File: src/rtl/vga_pkg.sv
// Shared VGA timing types: line descriptor, region encoding, 640x480@60 defaults.
// Pure declarations, no logic, so no latency applies.
// No flow control; values are consumed combinationally by the timing blocks.
package vga_pkg;

  localparam int TIMING_WIDTH = 12;

  typedef struct packed {
    logic [TIMING_WIDTH-1:0] visible_area;
    logic [TIMING_WIDTH-1:0] front_porch;
    logic [TIMING_WIDTH-1:0] sync_pulse;
    logic [TIMING_WIDTH-1:0] back_porch;
    logic                    polarity;
  } line_t;

  typedef enum logic [1:0] {
    REG_VISIBLE = 2'd0,
    REG_FRONT   = 2'd1,
    REG_SYNC    = 2'd2,
    REG_BACK    = 2'd3
  } region_t;

  // 640x480@60: 800 clocks per line, 525 lines per frame, negative syncs.
  localparam line_t H_640X480 = '{
    visible_area: TIMING_WIDTH'(640),
    front_porch:  TIMING_WIDTH'(16),
    sync_pulse:   TIMING_WIDTH'(96),
    back_porch:   TIMING_WIDTH'(48),
    polarity:     1'b0
  };

  localparam line_t V_640X480 = '{
    visible_area: TIMING_WIDTH'(480),
    front_porch:  TIMING_WIDTH'(10),
    sync_pulse:   TIMING_WIDTH'(2),
    back_porch:   TIMING_WIDTH'(33),
    polarity:     1'b0
  };

endpackage

File: src/rtl/vga_axis_counter.sv
// One raster axis: position counter with region decode and end-of-axis wrap strobe.
// Count updates one clock after i_step; region and wrap are combinational from the count.
// No backpressure; i_step is the only advance control, the count holds while it is low.
import vga_pkg::*;

module vga_axis_counter #(
  parameter int CNT_WIDTH = TIMING_WIDTH
) (
  input  logic                 clk_i,
  input  logic                 rst_i,
  input  logic                 i_step,
  input  line_t                i_line,
  output logic [CNT_WIDTH-1:0] o_count,
  output region_t              o_region,
  output logic                 o_wrap
);

  // Two guard bits so the sum of four full-width fields cannot overflow.
  localparam int SW = CNT_WIDTH + 2;

  logic [CNT_WIDTH-1:0] r_count;
  logic [SW-1:0]        w_b_front;
  logic [SW-1:0]        w_b_sync;
  logic [SW-1:0]        w_b_back;
  logic [SW-1:0]        w_total;
  logic [SW-1:0]        w_last;
  logic [SW-1:0]        w_cnt_ext;
  logic                 w_at_end;
  logic                 w_unused_pol;

  // Region boundaries are cumulative sums, so a zero-length field simply vanishes.
  assign w_b_front = SW'(i_line.visible_area);
  assign w_b_sync  = w_b_front + SW'(i_line.front_porch);
  assign w_b_back  = w_b_sync + SW'(i_line.sync_pulse);
  assign w_total   = w_b_back + SW'(i_line.back_porch);

  // A zero total behaves as a one-position axis: the counter parks at 0.
  assign w_last    = (w_total == '0) ? '0 : (w_total - SW'(1));
  assign w_cnt_ext = SW'(r_count);

  // >= rather than == so a descriptor that shrinks below the current count still wraps.
  assign w_at_end  = (w_cnt_ext >= w_last);
  assign o_wrap    = i_step & w_at_end;
  assign o_count   = r_count;

  // Polarity belongs to the sync output stage, not to counting.
  assign w_unused_pol = i_line.polarity;

  // Map the current count onto VISIBLE / FRONT / SYNC / BACK.
  always_comb begin
    o_region = REG_BACK;
    if (w_cnt_ext < w_b_front) begin
      o_region = REG_VISIBLE;
    end else if (w_cnt_ext < w_b_sync) begin
      o_region = REG_FRONT;
    end else if (w_cnt_ext < w_b_back) begin
      o_region = REG_SYNC;
    end
  end

  // Advance on step, returning to 0 at the end of the axis.
  always_ff @(posedge clk_i or posedge rst_i) begin
    if (rst_i) begin
      r_count <= '0;
    end else if (i_step) begin
      r_count <= w_at_end ? '0 : (r_count + CNT_WIDTH'(1));
    end
  end

endmodule

File: src/rtl/vga_timing_gen.sv
// VGA raster timing: coordinates, data-enable, polarity-corrected syncs, line/frame pulses.
// Outputs are registered decodes of the pre-edge counters (1 clock latency).
// enable_i low freezes counters and outputs; optional VGA_TIMING_SHADOW_EN defers mode changes to frame start.
import vga_pkg::*;

module vga_timing_gen #(
  parameter int CNT_WIDTH = TIMING_WIDTH
) (
  input  logic                 clk_i,
  input  logic                 rst_i,
  input  logic                 enable_i,
  input  line_t                h_line_i,
  input  line_t                v_line_i,
  output logic [CNT_WIDTH-1:0] x_o,
  output logic [CNT_WIDTH-1:0] y_o,
  output logic                 de_o,
  output logic                 hsync_o,
  output logic                 vsync_o,
  output logic                 line_start_o,
  output logic                 frame_start_o
);

  line_t                w_h_line;
  line_t                w_v_line;
  logic [CNT_WIDTH-1:0] w_h_cnt;
  logic [CNT_WIDTH-1:0] w_v_cnt;
  region_t              w_h_reg;
  region_t              w_v_reg;
  logic                 w_h_wrap;
  logic                 w_v_wrap;
  logic                 w_h_vis;
  logic                 w_v_vis;
  logic                 w_de;
  logic                 w_h_sync;
  logic                 w_v_sync;
  logic                 w_h_first;

  logic [CNT_WIDTH-1:0] r_x;
  logic [CNT_WIDTH-1:0] r_y;
  logic                 r_de;
  logic                 r_hsync;
  logic                 r_vsync;
  logic                 r_line_start;
  logic                 r_frame_start;

`ifdef VGA_TIMING_SHADOW_EN
  line_t r_h_line;
  line_t r_v_line;

  // Latch the incoming mode on the final pixel of a frame so a change lands exactly on (0,0).
  always_ff @(posedge clk_i or posedge rst_i) begin
    if (rst_i) begin
      r_h_line <= H_640X480;
      r_v_line <= V_640X480;
    end else if (w_v_wrap) begin
      r_h_line <= h_line_i;
      r_v_line <= v_line_i;
    end
  end

  assign w_h_line = r_h_line;
  assign w_v_line = r_v_line;
`else
  logic w_unused_vwrap;

  // Live decode: a mid-frame change can distort one line/frame until the wrap rule catches up.
  assign w_h_line       = h_line_i;
  assign w_v_line       = v_line_i;
  assign w_unused_vwrap = w_v_wrap;
`endif

  vga_axis_counter #(.CNT_WIDTH(CNT_WIDTH)) u_h_axis (
    .clk_i    (clk_i),
    .rst_i    (rst_i),
    .i_step   (enable_i),
    .i_line   (w_h_line),
    .o_count  (w_h_cnt),
    .o_region (w_h_reg),
    .o_wrap   (w_h_wrap)
  );

  // Vertical axis advances once per completed line, so vsync only moves at h_cnt=0.
  vga_axis_counter #(.CNT_WIDTH(CNT_WIDTH)) u_v_axis (
    .clk_i    (clk_i),
    .rst_i    (rst_i),
    .i_step   (w_h_wrap),
    .i_line   (w_v_line),
    .o_count  (w_v_cnt),
    .o_region (w_v_reg),
    .o_wrap   (w_v_wrap)
  );

  assign w_h_vis   = (w_h_reg == REG_VISIBLE);
  assign w_v_vis   = (w_v_reg == REG_VISIBLE);
  assign w_de      = w_h_vis & w_v_vis;
  assign w_h_sync  = (w_h_reg == REG_SYNC);
  assign w_v_sync  = (w_v_reg == REG_SYNC);
  assign w_h_first = (w_h_cnt == '0);

  // Register the decode of the pre-edge counters; coordinates are zeroed in blanking.
  always_ff @(posedge clk_i or posedge rst_i) begin
    if (rst_i) begin
      r_x           <= '0;
      r_y           <= '0;
      r_de          <= 1'b0;
      r_hsync       <= 1'b0;
      r_vsync       <= 1'b0;
      r_line_start  <= 1'b0;
      r_frame_start <= 1'b0;
    end else if (enable_i) begin
      r_x           <= w_de ? w_h_cnt : '0;
      r_y           <= w_v_vis ? w_v_cnt : '0;
      r_de          <= w_de;
      r_hsync       <= w_h_line.polarity ? w_h_sync : ~w_h_sync;
      r_vsync       <= w_v_line.polarity ? w_v_sync : ~w_v_sync;
      r_line_start  <= w_de & w_h_first;
      r_frame_start <= w_de & w_h_first & (w_v_cnt == '0);
    end
  end

  assign x_o           = r_x;
  assign y_o           = r_y;
  assign de_o          = r_de;
  assign hsync_o       = r_hsync;
  assign vsync_o       = r_vsync;
  assign line_start_o  = r_line_start;
  assign frame_start_o = r_frame_start;

endmodule

File: config.mk
export PLATFORM = sky130hd
export DESIGN_NAME = vga_timing_gen
export DESIGN_NICKNAME = d
export VERILOG_FILES = /design/src/rtl/vga_pkg.sv /design/src/rtl/vga_axis_counter.sv /design/src/rtl/vga_timing_gen.sv
export SDC_FILE = /design/constraint.sdc
export NUM_CORES = 1
export LEC_CHECK = 0
export CORE_UTILIZATION = 51
export CTS_CLUSTER_SIZE = 24
export DETAILED_ROUTE_END_ITERATION = 16
export PLACE_DENSITY = 0.82
export RECOVER_POWER = 50
export SLEW_MARGIN = 40
export SYNTH_ARGS = -nofsm -noshare
export SYNTH_HDL_FRONTEND = slang
export SYNTH_SLANG_ARGS = --single-unit
File: constraint.sdc
create_clock -name clk_i -period 7.2 [get_ports clk_i]
set_input_delay 0.72 -clock clk_i [delete_from_list [all_inputs] [get_ports clk_i]]
set_output_delay 0.72 -clock clk_i [all_outputs]
set_load 0.02 [all_outputs]
==> qor.txt, run 1 <==
Outcome -> finished, violations left
Failing checks -> max-capacitance violations, max-slew violations, negative setup slack
Peak supply drop -> 200 µV
Largest stage delay on the critical path -> 340 ps
Syn_nets -> 1295
DRT antenna net count -> 0
Post-synth EDFFs -> 0
Rel. slew slack -> -94.7%
Period utilization -> 107%
Avg Inst Size Synth -> 8.21 µm²
Initial antenna violation count -> 1
Placement Setup Slack -> -1230 ps
# rows -> 46
Design Area, Final -> 12700 µm²
RR Endpoint -> frame_start_o
CTS clk-pin slew, worst paths -> 70 ps
Setup violators final -> 24
Skew final -> 5.76 ps
Num CTS Buffers -> 5
Hold-fix buffers, CTS -> 0
Final slew viol count -> 54
Comb power frac -> 82.5%
Drt pass-1 iters -> 7
Drt via density -> 6.41
Setup CP Type -> primary input to register
Worst setup EP type -> register
# IOs -> 130
Critical path's slowest cell -> ha_1
Die Height -> 130 µm
WHS -> 481 ps
CTS H-tree depth -> 2
Final wirelength -> 34.4 mm
Max Fanout on Critical Path -> 6
Pwr per Cell Area -> 312 nW/µm²
Layout cell share with drive strength beyond 1 -> 28.7%
Setup ws final -> -494 ps
Syn Inst Count -> 1020
Max Cap Violations -> 1
Wire per inst -> 21.2 µm
GPL Wtd Cong -> 0.950
Total core area -> 15900 µm²
Reg2reg path depth -> 12
First-pass GRT wire length -> 47.0 mm
Vias in the first global route -> 9840
Worst Setup Start Kind -> primary input
Most common cell on crit path -> buf_4
Clock Sinks -> 53
Number of nets in the layout -> 1675
Grt total ovfl -> 0
Data arrival time of the worst path -> 7870 ps
Initial Util -> 52.5%
Area grow syn2layout -> 51.9%
RSZ-0062 raised after global routing -> yes
WP buf/inv -> 7
F_max -> 130 MHz
Net switching power figure -> 1.86 mW
Measured slew at the worst slew-check pin -> 2920 ps
Die area -> 16900 µm²
Via Count -> 10400
Worst Setup EP -> u_v_axis.o_count[0]
Buffers on Ports -> 129
Final hold vios -> 0
Worst EP required -> 7380 ps
Yosys warning count -> 0
Minimum clock period after layout -> 7690 ps
Post-synth ARST share -> 100%
Internal -> 2.11 mW
Clock network fraction of design power -> 6.9%
Flop pwr share -> 10.6%
Global-route usage over all layers -> 35.1%
Cell variety after synth -> 85
DRT iter0 DRCs -> 1107
Top FF cell, synth -> dfrtp_1
Critical path's top delay family -> compound AO/OA/AOI/OAI gates
Largest net degree at the start of global routing -> 54
Worst r2r src -> u_v_axis.o_count[1]
CTS root buffer -> clkbuf_16
DP HPWL -> 21.1 mm
Critical Path Start -> h_line_i[26]
DRC viols -> 0
Mapped Area -> 8370 µm²
Worst hold path type -> register to register
DIE WIDTH -> 130 µm
Static Leak -> 6.33 nW
Seq/Total Area, Yosys -> 15.8%
Switching Share -> 46.8%
FF+latch count, synth -> 53
Max clock buf depth -> 2
Hold path cells -> 1
CTS tree -> built
Stages on worst setup path -> 38
Clock Latency Late Sink -> 300 ps
DP Area -> 11400 µm²
R2R Setup Slk -> 3140 ps
stage by stage:
step / utilization (%) / TNS [ps] / cells / total power [mW]
2_1_floorplan: - / 0 / 1020 / 1.97
3_3_place_gp: 71.2 / -19040 / 1546 / 2.89
3_5_place_dp: 71.2 / -24340 / 1546 / 2.99
4_1_cts: 76.6 / 0 / 1594 / 3.52
5_1_grt: 79.8 / -19390 / 1617 / 4.19
6_report: 79.8 / -8530 / 1618 / 3.97
cell type report:
type | count | area [µm²]
clock buffer | 5 | 125
clock inverter | 2 | 35.0
inverter | 110 | 413
tap | 216 | 270
timing repair buffer | 385 | 3260
fill | 861 | 3220
antenna | 2 | 5.00
multi-input combinational | 845 | 7290
sequential | 53 | 1330
metal layers:
metal	routed length, µm	GRT usage [%]	vias to the layer above
met3	3210	5.49	299
met5	0	0	-
met4	2850	19.8	0
met2	16200	62.0	786
met1	12100	40.2	4806
li1	-	-	4480
timing repair:
| action | in CTS | in global routing |
|---|---|---|
| pin swaps | 69 | 72 |
| resized for setup | 106 | 81 |
| setup endpoints to repair | 24 | 24 |
| cloned | 2 | 0 |
| setup buffers | 40 | 23 |
worst register-to-register path: stages, from the launching register on:
cell       delay, ps
dfrtp_1          560
ha_1             320
a21o_1           170
a21o_1           170
a21o_1           190
a21o_1           200
a21o_1           230
a2111oi_0        540
o31ai_2          130
buf_4            230
nor2_2           570
nand4_1          400
o2bb2ai_1        270
registers in the layout, indices dropped and copies added, names as in the netlist:
signal / count
y_o: 12
x_o: 12
u_v_axis.o_count: 12
vsync_o: 1
u_h_axis.o_count: 12
hsync_o: 1
frame_start_o: 1
line_start_o: 1
de_o: 1
cell usage in the layout (no fill, tap or decap), types with 5 or more instances in the layout:
cell,instances
a211oi_1,5
a211oi_2,6
a21o_1,46
a21oi_1,52
a21oi_2,11
a22o_1,21
a31oi_1,5
and2_4,5
buf_4,243
buf_6,11
clkbuf_16,5
clkdlybuf4s50_1,109
dfrtp_1,53
ha_1,152
ha_4,14
inv_1,102
inv_2,7
nand2_1,70
nand2b_1,17
nand3_1,21
nand4_1,10
nor2_1,52
nor2_2,10
nor2b_1,13
nor3_1,25
o211ai_1,9
o21a_1,17
o21ai_0,37
o21ai_1,11
o21ai_2,5
o21bai_1,11
o2bb2ai_1,13
or3_1,6
xnor2_1,48
xnor2_2,9
xor2_1,21
kinds of logic (layout without fill, tap and decap cells):
| family | after synthesis | after routing | share of synthesized area [%] |
|---|---|---|---|
| simple gates | 277 | 278 | 16.8 |
| compound gates | 308 | 308 | 26.0 |
| xor+xnor | 81 | 81 | 8.64 |
| other cells | 0 | 2 | 0 |
| flops | 53 | 53 | 15.8 |
| mux | 4 | 4 | 0.508 |
| fa+ha+maj | 174 | 174 | 26.5 |
| buf+inv | 123 | 502 | 5.71 |
Yosys cell counts (5+ instances only):
master / number / area share (%)
ha_1: 168 / 25
inv_1: 110 / 4.9
nand2_1: 73 / 3.3
a21oi_1: 65 / 3.9
nor2_1: 61 / 2.7
xnor2_1: 57 / 6.0
dfrtp_1: 53 / 16
o21ai_0: 50 / 3.0
a21o_1: 46 / 4.1
nor3_1: 27 / 1.6
xor2_1: 23 / 2.4
nand3_1: 22 / 1.3
a22o_1: 21 / 2.2
nand2b_1: 19 / 1.4
o21a_1: 17 / 1.5
nor2b_1: 15 / 1.1
o2bb2ai_1: 15 / 1.6
o21bai_1: 11 / 0.99
a211oi_1: 10 / 0.90
nand4_1: 10 / 0.75
clkbuf_1: 9 / 0.40
o211ai_1: 9 / 0.81
o31ai_1: 7 / 0.63
or3_1: 7 / 0.52
a2111oi_0: 6 / 0.63
fa_1: 6 / 1.4
a31oi_1: 5 / 0.37
and3_1: 5 / 0.37
power by group through the flow:
| stage | logic [mW] | clock network, mW | registers [mW] |
|---|---|---|---|
| CTS | 2.84 | 0.271 | 0.410 |
| global placement | 2.47 | 0 | 0.415 |
| global route | 3.49 | 0.282 | 0.420 |
| floorplan | 1.56 | 0 | 0.410 |
| finish | 3.28 | 0.273 | 0.420 |
| detailed placement | 2.57 | 0 | 0.415 |
how the worst min path moves through the flow:
stage	slack (ps)	to	start
after floorplan	550	x_o[0]	u_h_axis.o_count[0]
after global routing	500	de_o	de_o
after CTS	480	de_o	de_o
after detailed placement	470	de_o	de_o
final	480	de_o	de_o
after global placement	460	de_o	de_o
Note: power is estimated with default switching activity, not from simulation.
==> run 2: changes to the inputs <==
--- a/config.mk
+++ b/config.mk
@@ -8,6 +8,7 @@
 export CORE_UTILIZATION = 51
 export CTS_CLUSTER_SIZE = 24
 export DETAILED_ROUTE_END_ITERATION = 16
+export GPL_TIMING_DRIVEN = 0
 export PLACE_DENSITY = 0.82
 export RECOVER_POWER = 50
 export SLEW_MARGIN = 40
==> run 2 against run 1 <==
Against the previous run:
- the run still ends with max-capacitance violations, max-slew violations, negative setup slack left
- critical path depth is 5 lower
- combinational power is 20% lower
- design area is 9.9% lower
- first-iteration DRC count is 39% lower
- sequential cell count stayed put
- routed wire length is 22% lower
- total power is 16% lower
- largest cell class unchanged
==> qor.txt, run 2 (synthesis gave the netlist of run 1 again) <==
Flop pwr share -> 12.5% (+1.9 points)
Most common cell after layout, fill and taps aside -> ha_1
Most frequent cells in the layout -> ha_1 (143), clkdlybuf4s50_1 (107), inv_1 (105)
Initial Util -> 52.5% (unchanged)
Die area -> 16900 µm² (unchanged)
M1 wire length -> 11.0 mm (-9.6%)
Worst Setup EP -> u_v_axis.o_count[9]
Pwr per Cell Area -> 290 nW/µm² (-7.1%)
Largest stage delay on the critical path -> 530 ps (+190 ps)
Static Leak -> 5.46 nW (-14%)
Setup ws final -> -225 ps (+268 ps)
DRC viols -> 0 (unchanged)
Critical Path Start -> h_line_i[27]
CTS H-tree depth -> 2 (unchanged)
Final slew viol count -> 44 (-19%)
Switching Share -> 47.6% (+0.75 points)
Reg2reg path depth -> 11 (-1)
Total core area -> 15900 µm² (unchanged)
Uppermost routed layer -> met4
Clock Sinks -> 53 (unchanged)
Worst setup EP type -> register
Grt total ovfl -> 0 (unchanged)
Worst EP required -> 7390 ps (about the same)
R2R Setup Slk -> 3370 ps (+230 ps)
Max Fanout on Critical Path -> 10 (+4)
First-pass GRT wire length -> 40.7 mm (-13%)
Num CTS Buffers -> 5 (unchanged)
F_max -> 135 MHz (+3.6%)
Outcome -> finished, violations left
Most common cell on crit path -> ha_4
CTS root buffer -> clkbuf_16
RR Endpoint -> x_o[0]
Via Count -> 8834 (-15%)
# rows -> 46 (unchanged)
Hold-fix buffers, CTS -> 0 (unchanged)
Final wirelength -> 26.9 mm (-22%)
Multi-input gate area -> 7340 µm² (+0.70%)
Comb power frac -> 78.9% (-3.6 points)
Data arrival time of the worst path -> 7610 ps (-260 ps)
DP HPWL -> 18.5 mm (-12%)
CTS tree -> built
Layout fillers -> 1105 (+28%)
Number of nets in the layout -> 1506 (-10%)
Clock Latency Late Sink -> 300 ps (about the same)
Internal -> 1.74 mW (-17%)
Skew final -> 9.85 ps (+4.09 ps)
Flip-flop and latch area -> 1330 µm² (unchanged)
DRT antenna net count -> 0 (unchanged)
Net switching power figure -> 1.58 mW (-15%)
Met2 WL -> 13.2 mm (-19%)
Minimum clock period after layout -> 7430 ps (-268 ps)
RSZ-0062 raised after global routing -> yes
Final core occ -> 71.9% (-7.9 points)
Die Height -> 130 µm (unchanged)
Area grow syn2layout -> 36.9%
Max clock buf depth -> 2 (unchanged)
CTS clk-pin slew, worst paths -> 80 ps (about the same)
ANT cells -> 0 (-2)
Buffers on Ports -> 129 (unchanged)
Setup total negative slack -> -3100 ps (+5420 ps)
WHS -> 483 ps (+2.47 ps)
Layout cell share with drive strength beyond 1 -> 18.9% (-9.8 points)
Final hold vios -> 0 (unchanged)
Rel. slew slack -> -56.8% (+38 points)
DIE WIDTH -> 130 µm (unchanged)
Drt pass-1 iters -> 5 (-2)
Wire per inst -> 18.6 µm (-13%)
Period utilization -> 103% (-3.7 points)
Worst hold path type -> register to register
Design Area, Final -> 11500 µm² (-9.9%)
Setup CP Type -> primary input to register
Setup violators final -> 21 (-13%)
Initial antenna violation count -> 0 (-1)
GPL Wtd Cong -> 0.901 (-5.2%)
Measured slew at the worst slew-check pin -> 2350 ps (-568 ps)
DP Area -> 9990 µm² (-12%)
Max Cap Violations -> 1 (unchanged)
Worst r2r src -> u_v_axis.o_count[1]
Vias in the first global route -> 8557 (-13%)
# IOs -> 130 (unchanged)
Global-route usage over all layers -> 30.2% (-4.9 points)
Drt via density -> 6.10 (-4.8%)
Largest net degree at the start of global routing -> 44 (-19%)
Tot Pwr -> 3.32 mW (-16%)
Peak supply drop -> 152 µV (-24%)
Worst Setup Start Kind -> primary input
WL met3 -> 1.62 mm (-50%)
DRT iter0 DRCs -> 671 (-39%)
Critical path's slowest cell -> or4_1
Failing checks -> max-capacitance violations, max-slew violations, negative setup slack
Clock network fraction of design power -> 8.6% (+1.7 points)
[run 2: cell types whose count changed in the layout (fill, tap and decap cells not counted), sizes merged]
cell	previous run	this run
dlygate4sd2	4	7
clkinvlp	0	1
clkbuf	8	14
inv	109	111
diode	2	0
clkdlybuf4s50	109	107
clkdlybuf4s15	3	2
buf	259	85
nand2	75	74
clkinv	2	0
[run 2: what timing repair did]
action                                  CTS  global route
setup buffers                            59            15
pin swaps                                81            58
endpoints found under the setup margin   24            24
gates resized for setup                 135            59
gates cloned                              1             0
endpoints found under the hold margin     0             0
[run 2: critical path, delay by kind of cell]
kind | cells | cell delay [ps]
simple gates | 8 | 1670
compound gates | 15 | 3180
buf+inv | 4 | 630
fa+ha+maj | 4 | 1040
xor+xnor | 2 | 360
[run 2: worst min path at each step]
stage,slack [ps],from,to,depth (start not counted)
3_3_place_gp,460,de_o,de_o,1
4_1_cts,480,de_o,de_o,1
2_1_floorplan,550,u_h_axis.o_count[0],x_o[0],1
5_1_grt,510,y_o[1],y_o[1],1
6_report,480,y_o[1],y_o[1],1
3_5_place_dp,470,de_o,de_o,1
[run 2: area by class of cell]
cell class	instances	area share, %
inverters	110	3.61
plain buffers	12	0.666
clock buffers	5	1.09
well taps	216	2.36
clock inverters	3	0.415
multi-input cells	844	64.0
flip-flops and latches	53	11.6
repair buffers	205	16.3
[run 2: stage by stage]
step | std cells | setup WS, ps
finish | 1448 | -225
global route | 1448 | -390
CTS | 1434 | 4.50
detailed placement | 1366 | -1610
global placement | 1365 | -1530
floorplan | 1020 | 27.7
[run 2: layer usage]
layer,vias to the layer above,track usage (%)
li1,4147,-
met1,4172,36.7
met2,409,53.0
met3,106,4.92
met4,0,12.2
met5,-,0
[run 2: power by group through the flow]
stage                     logic (mW)  registers [mW]  clock network, mW
final                           2.62           0.414              0.287
after global routing            2.87           0.420              0.299
after CTS                       2.40           0.410              0.285
after detailed placement        2.04           0.413                  0
after global placement          1.97           0.413                  0
after floorplan                 1.56           0.410                  0
